===== config.mk =====
export PLATFORM = sky130hd
export DESIGN_NAME = keypad_uart_tx
export DESIGN_NICKNAME = d
export VERILOG_FILES = /design/src/rtl/keypad_uart_tx.sv
export SDC_FILE = /design/constraint.sdc
export NUM_CORES = 1
export LEC_CHECK = 0
export ABC_AREA = 1
export CAP_MARGIN = 25
export CORE_MARGIN = 8
export CORE_UTILIZATION = 52
export CTS_CLUSTER_DIAMETER = 40
export DETAILED_ROUTE_END_ITERATION = 6
export GPL_ROUTABILITY_DRIVEN = 0
export PLACE_DENSITY_LB_ADDON = 0.25
export SYNTH_ARGS = -nofsm -noshare
export SYNTH_HDL_FRONTEND = slang
export SYNTH_SLANG_ARGS = --single-unit
export TNS_END_PERCENT = 10

===== constraint.sdc =====
create_clock -name clk -period 4.72 [get_ports clk]
set_input_delay 1.416 -clock clk [delete_from_list [all_inputs] [get_ports clk]]
set_output_delay 1.416 -clock clk [all_outputs]
set_load 0.01 [all_outputs]

===== src/rtl/keypad_uart_tx.sv =====
// keypad_uart_tx: queues committed letters, word-submit and game-end codes
// from the keypad FSM and feeds them one byte at a time to the UART
// transmitter over the txdata/txclk/txready handshake.
module keypad_uart_tx #(
  parameter int unsigned DEPTH        = 8,
  parameter logic [7:0]  WORD_CODE    = 8'h0D,
  parameter logic [7:0]  END_CODE     = 8'h04,
  parameter logic [15:0] BUSY_TIMEOUT = 16'd1000
) (
  input  logic                     clk,
  input  logic                     reset,
  input  logic                     letter_ready,
  input  logic [7:0]               letter_data,
  input  logic                     word_submit,
  input  logic                     game_end,
  input  logic                     txready,
  output logic [7:0]               txdata,
  output logic                     txclk,
  output logic [$clog2(DEPTH):0]   fifo_count,
  output logic                     full,
  output logic                     overflow,
  output logic                     busy
);

  localparam int unsigned AW = $clog2(DEPTH);
  localparam int unsigned CW = AW + 1;

  localparam logic [2:0] S_IDLE      = 3'd0;
  localparam logic [2:0] S_LOAD      = 3'd1;
  localparam logic [2:0] S_STROBE    = 3'd2;
  localparam logic [2:0] S_WAIT_BUSY = 3'd3;
  localparam logic [2:0] S_WAIT_DONE = 3'd4;

  logic [7:0]    mem_q [DEPTH];
  logic [AW-1:0] wr_ptr_q, rd_ptr_q;
  logic [CW-1:0] count_q, count_d;
  logic [2:0]    state_q, state_d;
  logic [15:0]   tmo_q, tmo_d;
  logic [7:0]    txdata_q;
  logic          txclk_q, full_q, ovf_q, busy_q;

  logic          letter_ok, push_req, push_ok, collide, pop;
  logic [7:0]    push_byte;

  // Pick the single byte to enqueue this cycle and flag dropped requests
  always_comb begin
    letter_ok = letter_ready && (letter_data != 8'h00) && (letter_data != 8'h5F);
    push_req  = game_end || word_submit || letter_ok;
    push_byte = letter_data;
    if (word_submit) push_byte = WORD_CODE;
    if (game_end)    push_byte = END_CODE;
    collide   = (game_end && (word_submit || letter_ok)) || (word_submit && letter_ok);
    pop       = (state_q == S_LOAD);
    push_ok   = push_req && ((count_q != CW'(DEPTH)) || pop);
    count_d   = count_q + CW'(push_ok) - CW'(pop);
  end

  // Transmit sequencer next state; the timeout counter only runs in WAIT_BUSY
  always_comb begin
    state_d = state_q;
    tmo_d   = tmo_q;
    case (state_q)
      S_IDLE:      if ((count_q != '0) && txready) state_d = S_LOAD;
      S_LOAD:      state_d = S_STROBE;
      S_STROBE: begin
        state_d = S_WAIT_BUSY;
        tmo_d   = 16'd0;
      end
      S_WAIT_BUSY: begin
        if (!txready) begin
          state_d = S_WAIT_DONE;
        end else begin
          tmo_d = tmo_q + 16'd1;
          if (tmo_d == BUSY_TIMEOUT) state_d = S_IDLE;
        end
      end
      S_WAIT_DONE: if (txready) state_d = S_IDLE;
      default:     state_d = S_IDLE;
    endcase
  end

  // FIFO storage; contents need no reset since the pointers define validity
  always_ff @(posedge clk) begin
    if (push_ok) mem_q[wr_ptr_q] <= push_byte;
  end

  // Pointers, occupancy, sequencer state and registered outputs
  always_ff @(posedge clk or posedge reset) begin
    if (reset) begin
      wr_ptr_q <= '0;
      rd_ptr_q <= '0;
      count_q  <= '0;
      state_q  <= S_IDLE;
      tmo_q    <= 16'd0;
      txdata_q <= 8'h00;
      txclk_q  <= 1'b0;
      full_q   <= 1'b0;
      ovf_q    <= 1'b0;
      busy_q   <= 1'b0;
    end else begin
      if (push_ok) wr_ptr_q <= wr_ptr_q + AW'(1);
      if (pop) begin
        rd_ptr_q <= rd_ptr_q + AW'(1);
        txdata_q <= mem_q[rd_ptr_q];
      end
      count_q <= count_d;
      state_q <= state_d;
      tmo_q   <= tmo_d;
      // Strobe is registered out of STROBE so it follows txdata by one cycle
      txclk_q <= (state_q == S_STROBE);
      full_q  <= (count_d == CW'(DEPTH));
      ovf_q   <= ovf_q || (push_req && !push_ok) || collide;
      busy_q  <= (state_d != S_IDLE);
    end
  end

  assign txdata     = txdata_q;
  assign txclk      = txclk_q;
  assign fifo_count = count_q;
  assign full       = full_q;
  assign overflow   = ovf_q;
  assign busy       = busy_q;

endmodule


==> impl_metrics.py <==
metrics = {
    "run_status": {
        "outcome": "finished, final reports clean",
    },
    "hold_path": {
        "holdPathStages": 2,
        "hold_path.class": "reg -> reg",
        "min-delay-start": "txdata[2]$_DFFE_PP0P_",
        "min_to": "txdata[2]$_DFFE_PP0P_",
    },
    "synth": {
        "syn-num-nets": 495,
        "synthTopCellsByArea": "edfxtp_1 41%, dfrtp_1 22%, nand2_1 7.6%",
        "ys_top_cells_by_count": "95 x nand2_1, 64 x edfxtp_1, 63 x nor2_1",
        "ys.flop_type": "edfxtp_1",
        "yosys_warnings": 0,
        "synth_edf_count": 64,
        "synthMostInstantiatedCell": "nand2_1",
        "synthCells": 472,
        "post_synth.cell_area_avg_um2": 10.0,
        "synthDistinctLibCells": 30,
        "synth_area_mm2": 0.00472,
        "synthArstFlopShare_pct": 39.0,
        "ys_seq_area_share_pct": 62.4,
        "synth_seq_cells": 105,
        "synth_top_area_share_pct": 40.7,
        "synth_area_leader_cell": "edfxtp_1",
    },
    "critical_path": {
        "cp_max_fo": 3,
        "worst_path_most_repeated_cell": "inv_1",
        "crit_family": "simple AND/OR/NAND/NOR gates",
        "required_ns": 4.99,
        "critical_path_arrival_ns": 3.78,
        "cp_cell_sequence": "clkdlybuf4s50_1 -> inv_1 -> nand4_1 -> o21ai_0 -> nand3_1 -> o21ai_1 -> nand3_1 -> nand2_1 -> ha_1 -> inv_1 -> fa_1 -> inv_1 -> nor4_1",
        "path_class": "in -> reg",
        "cp-startpoint": "letter_data[3]",
        "reg2regPathDepth": 6,
        "max_stage_delay_ns": 0.47,
        "r2r_setup_slack_ns": 2.02,
        "setup.worst_path.end_class": "flop",
        "critPathBufInv": 4,
        "start_kind": "input port",
        "r2r-start": "state_q[2]$_DFF_PP0_",
        "crit_slowest_cell": "fa_1",
        "timing.rr.end": "mem_q[5][4]$_DFFE_PP_",
    },
    "floorplanning": {
        "initial_core_util_pct": 53.9,
        "placementRows": 34,
        "core-area_mm2": 0.00876,
        "io_pins": 30,
        "fp.dieW_um": 111,
        "die_h_um": 111,
        "dieArea_mm2": 0.0124,
    },
    "sta": {
        "period_needed_ns": 3.51,
        "rsz0062_at_grt": "false",
        "slew_headroom_pct": 31.8,
        "fin_worst_skew_ns": 0.0141,
        "slew_violations": 0,
        "tns_ns": 0,
        "fin_crit_sh_pct": 74.4,
        "fmax_ghz": 0.285,
        "setup_violations": 0,
        "finalHoldViolations": 0,
        "worst_pin_slew_ns": 1.02,
    },
    "clock_tree": {
        "clk_pin_slew_ns": 0.11,
        "cts_buffers": 9,
        "cts_max_path_buffers": 2,
        "cts-root-buf": "clkbuf_8",
        "clk_latency_ns": 0.37,
        "cts_sinks": 105,
        "cts_resized": 0,
        "tritoncts": "done",
        "cts_setup_buffers": 0,
        "htreeDepth": 3,
        "holdBufCountCts": 0,
    },
    "power": {
        "vdd_ir_drop_max_mv": 0.328,
        "power_density_mw_per_mm2": 555,
        "p_leak_nw": 2.10,
    },
    "global_route": {
        "grt_overflow_total": 0,
        "grt_pass1_wl_um": 15600,
        "track_usage_pct": 15.3,
        "antenna_found_initial": 0,
        "grt_pass1_vias": 3250,
        "grt_max_degree": 42,
    },
    "cells_and_area": {
        "antenna_cells": 0,
        "drive_gt1_share_pct": 5.88,
        "fillers": 724,
        "area_growth_syn_to_layout_pct": 13.0,
        "final_util_pct": 60.9,
        "layout.nets": 528,
    },
    "placement": {
        "port_buffers": 29,
        "dp_hpwl_um": 6610,
    },
    "detailed_routing": {
        "drc": 0,
        "drt-vias-per-instance": 5.53,
        "firstDrtPassIters": 5,
        "drt_iter0_markers": 276,
        "ant_nets": 0,
        "wl_um": 9450,
        "routedWlPerCell_um": 15.3,
        "num_vias": 3420,
    },
    "run": {
        "cap_viol_max_count": 0,
    },
}
[stage by stage]
step                      area, um^2  std cells  power [mW]  setup slack, ns  hold slack (ns)
after floorplan                 4720        472        2.07             1.54            0.452
after detailed placement        5130        601        2.46            0.772            0.467
after global routing            5340        618        3.17             1.04            0.518
after global placement          5130        601        2.43            0.964            0.466
after CTS                       5330        617        2.99             1.20            0.494
final                           5340        618        2.96             1.21            0.493
[cells in the final DEF, fill, tap and decap left out, drive strengths merged]
cell | Yosys | routed
o211ai | 9 | 9
clkinv | 1 | 4
ha | 8 | 8
nand4 | 9 | 9
clkbuf | 11 | 9
clkinvlp | 0 | 1
nor3 | 8 | 8
o221ai | 8 | 8
a31oi | 1 | 1
o22ai | 10 | 10
nand3 | 23 | 23
nand2 | 96 | 96
fa | 1 | 1
xnor2 | 2 | 2
o31ai | 1 | 1
o21ai | 52 | 52
xor2 | 3 | 3
edfxtp | 64 | 64
clkdlybuf4s50 | 0 | 29
nor2 | 68 | 68
dfrtp | 41 | 41
buf | 2 | 6
a21oi | 5 | 5
inv | 48 | 51
nor4 | 1 | 1
[cell families (layout without fill, tap and decap cells)]
group	count (synthesis)	after routing	synth area share, %
xor+xnor	5	5	0.928
fa+ha+maj	9	9	2.54
buf+inv	62	100	4.95
flops	105	105	62.4
compound gates	86	86	10.7
simple gates	205	205	18.5
[metal layers]
metal	global-route usage, %	wire length, um
met1	19.8	4480
met2	24.1	4310
met3	4.65	549
met4	4.27	106
met5	0	0
[cell type report]
class / count / area (um^2) / share of cell area, %
clock buffer: 9 / 124 / 2.32
clock inverter: 7 / 71.3 / 1.34
inverter: 49 / 184 / 3.45
multi-input combinational: 305 / 1540 / 28.9
sequential: 105 / 2950 / 55.3
tap: 108 / 135 / 2.53
timing repair buffer: 35 / 333 / 6.24
[worst max path at each step]
stage                          end  slack (ns)  cells past startpoint
finish              full$_DFF_PP0_        1.21                     13
detailed placement  full$_DFF_PP0_        0.77                     13
global route        full$_DFF_PP0_        1.04                     12
floorplan           full$_DFF_PP0_        1.54                     12
global placement    full$_DFF_PP0_        0.96                     12
CTS                 full$_DFF_PP0_        1.20                     13
[worst reg2reg max path, cell delays in order, from the launching register on]
cell     delay (ns)
dfrtp_1        0.44
nor3_2         0.19
buf_4          0.23
inv_1          0.23
nand3_1        0.24
nand2_1        0.19
nor3_1         0.82
[where the power goes]
part | internal (mW) | leakage (nW) | switching, mW
clock network | 0.206 | 0.0976 | 0.323
logic | 0.390 | 0.884 | 0.680
registers | 1.24 | 1.11 | 0.123
[registers in the layout, indices dropped and copies added, names as in the netlist]
name,count
busy,1
rd_ptr_q,3
txdata,8
full,1
fifo_count,4
tmo_q,16
wr_ptr_q,3
state_q,3
txclk,1
overflow,1
mem_q,64
Power figures use the tool's default switching activity.
